## src/rtl/rfwild_pad_pkg.sv

```systemverilog
// Shared types and defaults for the BC1520 pad bus sequencer.
package rfwild_pad_pkg;

  typedef enum logic [1:0] {
    ST_IDLE   = 2'd0,
    ST_DRIVE  = 2'd1,
    ST_SAMPLE = 2'd2,
    ST_TURN   = 2'd3
  } state_t;

  // Round-robin pointer names the side that wins the next tie.
  typedef enum logic {
    RR_DRIVE  = 1'b0,
    RR_SAMPLE = 1'b1
  } rr_t;

  localparam int unsigned TURN_CYC_DEF  = 2;
  localparam int unsigned DRIVE_MAX_DEF = 8;

endpackage

```

## src/rtl/rfwild_pad_sched.sv

```systemverilog
// Time-shares the contador pads between counter drive and external sampling,
// inserting TURN_CYC dead cycles between every direction change.
module rfwild_pad_sched
  import rfwild_pad_pkg::*;
#(
  parameter int unsigned WIDTH     = 4,
  parameter int unsigned TURN_CYC  = TURN_CYC_DEF,
  parameter int unsigned DRIVE_MAX = DRIVE_MAX_DEF
) (
  input  logic             clk,
  input  logic             reset,
  input  logic             drv_req,
  input  logic [WIDTH-1:0] drv_data,
  input  logic             smp_req,
  input  logic [WIDTH-1:0] pad_z,
  output logic [WIDTH-1:0] pad_a,
  output logic [WIDTH-1:0] pad_de,
  output logic [WIDTH-1:0] pad_re,
  output logic             drv_gnt,
  output logic             smp_valid,
  output logic [WIDTH-1:0] smp_data,
  output logic             busy
);

  localparam int unsigned TW = $clog2(TURN_CYC + 1);
  localparam int unsigned DW = $clog2(DRIVE_MAX + 1);
  localparam logic [TW-1:0] TURN_LAST  = TW'(TURN_CYC - 1);
  localparam logic [DW-1:0] DRIVE_LAST = DW'(DRIVE_MAX - 1);
  localparam logic [DW-1:0] DRIVE_SAT  = DW'(DRIVE_MAX);

  state_t          state, state_nx;
  rr_t             rr, rr_nx;
  logic [TW-1:0]   turn_cnt;
  logic [DW-1:0]   drive_cnt;
  logic            samp_second;
  logic            de_q, re_q;

  logic            de_nx, re_nx, busy_nx, valid_nx;
  logic [WIDTH-1:0] data_nx, a_nx;

  // Outputs are registered from the next state so pad enables switch on the
  // same edge as the state itself.
  always_ff @(posedge clk) begin
    if (!reset) begin
      state       <= ST_IDLE;
      rr          <= RR_DRIVE;
      turn_cnt    <= '0;
      drive_cnt   <= '0;
      samp_second <= 1'b0;
      de_q        <= 1'b0;
      re_q        <= 1'b0;
      busy        <= 1'b0;
      smp_valid   <= 1'b0;
      smp_data    <= '0;
      pad_a       <= '0;
    end else begin
      state       <= state_nx;
      rr          <= rr_nx;
      turn_cnt    <= (state == ST_TURN) ? turn_cnt + TW'(1) : '0;
      samp_second <= (state == ST_SAMPLE) && !samp_second;
      if (state_nx == ST_DRIVE && state != ST_DRIVE)
        drive_cnt <= '0;
      else if (state == ST_DRIVE && drive_cnt != DRIVE_SAT)
        drive_cnt <= drive_cnt + DW'(1);
      de_q        <= de_nx;
      re_q        <= re_nx;
      busy        <= busy_nx;
      smp_valid   <= valid_nx;
      smp_data    <= data_nx;
      pad_a       <= a_nx;
    end
  end

  always_comb begin
    state_nx = state;
    rr_nx    = rr;
    unique case (state)
      ST_IDLE, ST_TURN: begin
        if (state == ST_IDLE || turn_cnt == TURN_LAST) begin
          if (drv_req && (!smp_req || rr == RR_DRIVE)) begin
            state_nx = ST_DRIVE;
            rr_nx    = RR_SAMPLE;
          end else if (smp_req) begin
            state_nx = ST_SAMPLE;
            rr_nx    = RR_DRIVE;
          end else begin
            state_nx = ST_IDLE;
          end
        end
      end
      // drive_cnt is zero in the first DRIVE cycle, so DRIVE_LAST marks the
      // DRIVE_MAX-th consecutive cycle.
      ST_DRIVE:  if (!drv_req || (smp_req && drive_cnt >= DRIVE_LAST)) state_nx = ST_TURN;
      ST_SAMPLE: if (samp_second) state_nx = ST_TURN;
      default:   state_nx = ST_IDLE;
    endcase
  end

  always_comb begin
    de_nx    = (state_nx == ST_DRIVE);
    re_nx    = (state_nx == ST_SAMPLE);
    busy_nx  = (state_nx != ST_IDLE);
    valid_nx = (state == ST_SAMPLE) && samp_second;
    data_nx  = valid_nx ? pad_z : smp_data;
    a_nx     = (state == ST_DRIVE) ? drv_data : pad_a;
  end

  assign pad_de  = {WIDTH{de_q}};
  assign pad_re  = {WIDTH{re_q}};
  assign drv_gnt = de_q;

endmodule

```

## config.mk

```make
export PLATFORM = sky130hd
export DESIGN_NAME = rfwild_pad_sched
export DESIGN_NICKNAME = d
export VERILOG_FILES = /design/src/rtl/rfwild_pad_pkg.sv /design/src/rtl/rfwild_pad_sched.sv
export SDC_FILE = /design/constraint.sdc
export NUM_CORES = 1
export LEC_CHECK = 0
export ABC_CLOCK_PERIOD_IN_PS = 1900
export CAP_MARGIN = 5
export CORE_UTILIZATION = 45
export DETAILED_ROUTE_END_ITERATION = 10
export MAX_ROUTING_LAYER = met4
export PLACE_DENSITY_LB_ADDON = 0.05
export SETUP_SLACK_MARGIN = 0.02
export SLEW_MARGIN = 20
export SYNTH_ARGS = -nofsm -noshare
export SYNTH_HDL_FRONTEND = slang
export SYNTH_SLANG_ARGS = --single-unit
```

## constraint.sdc

```tcl
create_clock -name clk -period 1.9 [get_ports clk]
set_clock_uncertainty 0.05 [all_clocks]
set_input_delay 0.38 -clock clk [delete_from_list [all_inputs] [get_ports clk]]
set_output_delay 0.38 -clock clk [all_outputs]
set_load 0.03 [all_outputs]
```

# Yosys cells after proc, flatten, opt, wreduce, memory -nomap -nowiden
# Cells that the tools add are included.
# word_totals
ff_bits	22
output_inout_bits	19
elab_cells	51
# op_classes
add_sub_neg	2
order_cmp	1
n_eq_ne	8
n_mux	8
n_bitwise	2
reduce_logical	19
# op_table
op	n
$mux 2	5
$eq 2x1->1 const B	3
$eq 2x2->1 const B	3
$logic_and 1x1->1	6
$pmux 2 s3	1
$add 4x1->4 const B	1
$ge 4x3->1 const B	1
$ne 4x4->1 const B	1
$reduce_bool 2->1	2
$reduce_or 2->1	2
$logic_not 1->1	3
$logic_or 1x1->1	3
$reduce_and 3->1	1
$add 2x1->2 const B	1
$logic_not 2->1	1
$mux 1	2
$ne 2x1->1 const B	1
$not 1->1	2
$reduce_and 2->1	1

# Depth between registers and ports, before layout
# logic_depth
ltp_word	9
depth_mapped	6

# Worst setup path after synthesis
# No wires, ideal clock.
# synth_timing
path_type	reg-to-reg
startpoint	reg state[0]
endpoint	reg drive_cnt[0]
setup_time_ps	131
arrival_time_ps	1441
required_time_ps	1719
path_slack_ps	278
path_stages_with_launch	7
path_buffers	0
period_less_slack_ps	1622
cell_sequence	dfxtp_1 inv_1 ha_1 or2_0 a311o_1 a21oi_4 a211oi_1
# synth_between
elab_chain_len	7
elab_cells_between_ends	15
cone_classes	eq/ne (5); mux (4); reduce/logical (6)
# synth_rtl
item	line_no	text
start: declaration	rfwild_pad_sched.sv:31	state_t state, state_nx;
start signal: assignment	rfwild_pad_sched.sv:57	state <= state_nx;
$logic_not 2->1	rfwild_pad_sched.sv:77, rfwild_pad_sched.sv:79	
$logic_or 1x1->1	rfwild_pad_sched.sv:79	if (state == ST_IDLE || turn_cnt == TURN_LAST) begin
$mux 2	rfwild_pad_sched.sv:79	
$pmux 2 s3	rfwild_pad_sched.sv:77	unique case (state)
$eq 2x1->1	rfwild_pad_sched.sv:61	if (state_nx == ST_DRIVE && state != ST_DRIVE)
$logic_and 1x1->1	rfwild_pad_sched.sv:61	
$reduce_or 2->1 (no line)	-	
end signal: assignment	rfwild_pad_sched.sv:64	drive_cnt <= drive_cnt + DW'(1);
end: declaration	rfwild_pad_sched.sv:34	logic [DW-1:0] drive_cnt;
# Several ways; a longest one is shown, not always the timed one.
# A chain may end at the register's enable or synchronous reset.

# Worst setup path in the final report
# layout_timing
startpoint	reg de_q (netlist: drv_gnt)
endpoint	out pad_de[2]
# layout_lines
item	line_no	text
start: declaration	rfwild_pad_sched.sv:36	logic de_q, re_q;
start signal: assignment	rfwild_pad_sched.sv:65	de_q <= de_nx;
end: declaration	rfwild_pad_sched.sv:17	output logic [WIDTH-1:0] pad_de,
# No word-level cell between the ends.

==> run summary <==
Pre-Repair DR Iteration Count - 4
Worst EP required - 1470 ps
DIE HEIGHT - 50.0 microns
run status - completed
Power Total - 0.00201 W
Clock Root Buffer - sky130_fd_sc_hd__clkbuf_4
largest voltage drop on the vdd net - 0.766 mV
Yosys top cell area share - 42.4%
R2R Setup Slk - 180 ps
FF+latch area - 440 sq um
fillcell total - 193
Post-CTS Repair Setup Buffers - 0
path type of the worst setup path - flop to primary output
HPWL after DPL - 1.60 mm
DIE WIDTH - 50.0 microns
Total Die Area - 2500 sq um
DRT met1 WL - 937 microns
maximum clock rate - 547 MHz
library cell with the largest summed area after synthesis - sky130_fd_sc_hd__dfxtp_1
multi-input logic area - 497 sq um
I/O pin cnt - 31
Met3 Wirelength - 91 microns
Final Hold Viols - 0
leading cell types by total area after synthesis - sky130_fd_sc_hd__dfxtp_1, sky130_fd_sc_hd__ha_1, sky130_fd_sc_hd__buf_4, sky130_fd_sc_hd__nor2_1, sky130_fd_sc_hd__nand2_1
DR DRC count - 0
Setup-failing EPs final - 0
commonest register cell after synthesis - sky130_fd_sc_hd__dfxtp_1
Crit path max-delay family - buffers and inverters
initial antenna violation count - 0
number of buffers created by CTS - 3
slew at the pin with the worst max-slew slack - 411 ps
post-synthesis average cell area - 9.11 sq um
remaining antenna violation count - 0
Core Footprint - 2190 sq um
Gate Count Post-Synth - 114
Critical Path Slowest Stage Cell - sky130_fd_sc_hd__clkdlybuf4s50_1
count of max-cap constraint violations - 0
number of cell rows - 17
Starting Density - 47.4%
worst-path cell chain - clkdlybuf4s50_1
cell with the most instances after synthesis - sky130_fd_sc_hd__dfxtp_1
largest buffer count on any clock path - 2
DRC violation total after the first TritonRoute iteration - 23
final worst hold slack - 384 ps
largest incremental delay on the critical path - 700 ps
share of async-settable or async-resettable flops after synthesis - 0%
commonest cells in the synthesized netlist - sky130_fd_sc_hd__dfxtp_1, sky130_fd_sc_hd__nor2_1, sky130_fd_sc_hd__nand2_1, sky130_fd_sc_hd__buf_4, sky130_fd_sc_hd__inv_1
antenna diode count - 0
fin crit share - 96.2%
number of distinct library cell variants in the gate-level netlist after synthesis - 32
via total after detailed routing - 904
Worst setup EP type - primary output
Buffers on Ports - 30
synthesis-stage register bit count - 22
Net count, final - 163
arrival time at the worst endpoint - 1400 ps
power per cell area - 1450 nW/um^2
Worst Path Max Fanout - 5
register area share after synthesis - 42.4%
sum of overflow across all layers after global routing - 0
layout cell share with drive strength beyond 1 - 8.39%
Final Max Slew Viols - 0
average via count per standard cell - 5.29
Syn Nets - 133
Total Negative Setup Slacks - 0 ps
TritonCTS clock tree - done
Synthesis Warnings - 0
final routed wirelength across all metal layers - 2.10 mm
gr usage total - 19.8%
CTS sink cnt - 22
Pleak - 0.543 nW
clock slew seen by the registers of the worst setup and hold paths - 120 ps
worst hold-check path type - flop to flop
Area Growth Syn to Fin - 32.8%
vias in the first global route - 859
Placer Congestion - 0.822
pin count of the biggest net entering global routing - 15
clk_lat worst skew - 300 ps
DR top layer - met4
Final min period - 1830 ps
Mapped Area - 1040 sq um
number of synthesized flops with an enable pin - 0
buffers and inverters on the worst path - 1
kind of start point of the critical path - flop
first-pass GRT wire length - 3.70 mm
worst rel slew slack - 72.6%
met2 WL - 1.05 mm
H-tree level count - 1
wire per inst - 12.3 microns
RSZ-0062 raised after global routing - false
-- repair_timing --
action / 4_1_cts / 5_1_grt
endpoints found under the setup margin: 0 / 2
gates resized for setup: 0 / 1
hold buffers: 0 / 0
endpoints found under the hold margin: 0 / 0
-- registers in the layout, indices dropped and copies added (netlist names), 2 cells and up --
name / count
drive_cnt: 4
pad_a: 4
smp_data: 4
state: 2
turn_cnt: 2
-- power by group --
part	total, W	leakage, nW	switching [W]	internal, W
combinational	0.00113	0.343	0.000647	0.000479
clock	0.000256	0.0210	0.000139	0.000117
sequential	0.000625	0.179	0.0000672	0.000558
total	0.00201	0.543	0.000853	0.00115
-- through the flow --
step	worst slack (ps)	cells	utilization [%]	instance area [sq um]
after floorplan	278	114	-	1040
after global placement	93.2	167	61.2	1340
after detailed placement	71.7	167	61.2	1340
after CTS	53.2	171	62.8	1380
after global routing	22.0	171	62.9	1380
final	72.9	171	62.9	1380
-- path summary, 6_finish.rpt --
check,cells past startpoint,endpoint,startpoint
worst max-delay path,1,pad_de[2],drv_gnt$_SDFF_PN0_
worst min-delay path,1,turn_cnt[0]$_SDFF_PN0_,turn_cnt[0]$_SDFF_PN0_
worst max register to register,5,drv_gnt$_SDFF_PN0_,state[0]$_SDFF_PN0_
worst min register to register,1,turn_cnt[0]$_SDFF_PN0_,turn_cnt[0]$_SDFF_PN0_
-- per-layer routing --
metal	vias to the layer above	GRT usage, %
met2	34	33.1
met3	7	3.70
met5	-	-
met1	421	23.4
li1	442	-
met4	0	7.14
-- cell families after synthesis --
family	after synthesis	synth area share (%)
and+or+nand+nor	37	16.5
AOI/OAI and AO/OA	24	17.3
DFF	22	42.4
buffers and inverters	18	9.76
adders and majority gates	7	8.43
muxes	4	3.86
xor gates and xnor gates	2	1.69
-- layout by cell type (no fill, tap or decap) --
master | Yosys | final
sky130_fd_sc_hd__nand3_1 | 5 | 5
sky130_fd_sc_hd__buf_4 | 9 | 5
sky130_fd_sc_hd__clkbuf_8 | 0 | 1
sky130_fd_sc_hd__mux2i_1 | 4 | 4
sky130_fd_sc_hd__dlymetal6s2s_1 | 0 | 1
sky130_fd_sc_hd__o2bb2ai_2 | 1 | 1
sky130_fd_sc_hd__dfxtp_1 | 22 | 22
sky130_fd_sc_hd__nand2_1 | 11 | 11
sky130_fd_sc_hd__a2bb2oi_1 | 1 | 1
sky130_fd_sc_hd__and3_1 | 1 | 1
sky130_fd_sc_hd__o32ai_1 | 1 | 1
sky130_fd_sc_hd__nor3b_1 | 2 | 2
sky130_fd_sc_hd__a311o_1 | 2 | 2
sky130_fd_sc_hd__a21o_1 | 1 | 1
sky130_fd_sc_hd__a211oi_1 | 2 | 2
sky130_fd_sc_hd__inv_1 | 8 | 8
sky130_fd_sc_hd__nand3b_1 | 1 | 1
sky130_fd_sc_hd__or2_0 | 1 | 1
sky130_fd_sc_hd__nand4_1 | 1 | 1
sky130_fd_sc_hd__nor2_1 | 12 | 12
sky130_fd_sc_hd__clkdlybuf4s50_1 | 0 | 29
sky130_fd_sc_hd__a31oi_1 | 1 | 1
sky130_fd_sc_hd__nand2b_1 | 2 | 2
sky130_fd_sc_hd__a41oi_1 | 1 | 1
sky130_fd_sc_hd__o21ai_1 | 1 | 1
sky130_fd_sc_hd__a21oi_1 | 7 | 7
sky130_fd_sc_hd__o211ai_1 | 2 | 2
sky130_fd_sc_hd__xor2_1 | 1 | 1
sky130_fd_sc_hd__ha_1 | 7 | 7
sky130_fd_sc_hd__clkbuf_4 | 0 | 3
sky130_fd_sc_hd__a21oi_2 | 1 | 1
sky130_fd_sc_hd__a21oi_4 | 1 | 1
sky130_fd_sc_hd__or2_1 | 1 | 1
sky130_fd_sc_hd__xnor2_1 | 1 | 1
sky130_fd_sc_hd__o21ai_0 | 2 | 2
-- area by class of cell --
| type | instances | share of cell area, % |
|---|---|---|
| tap | 28 | 2.54 |
| inverter | 8 | 2.18 |
| multi-input combinational | 74 | 36.0 |
| clock buffer | 4 | 2.63 |
| timing repair buffer | 35 | 24.7 |
| sequential | 22 | 31.9 |
Power figures use the tool's default switching activity.
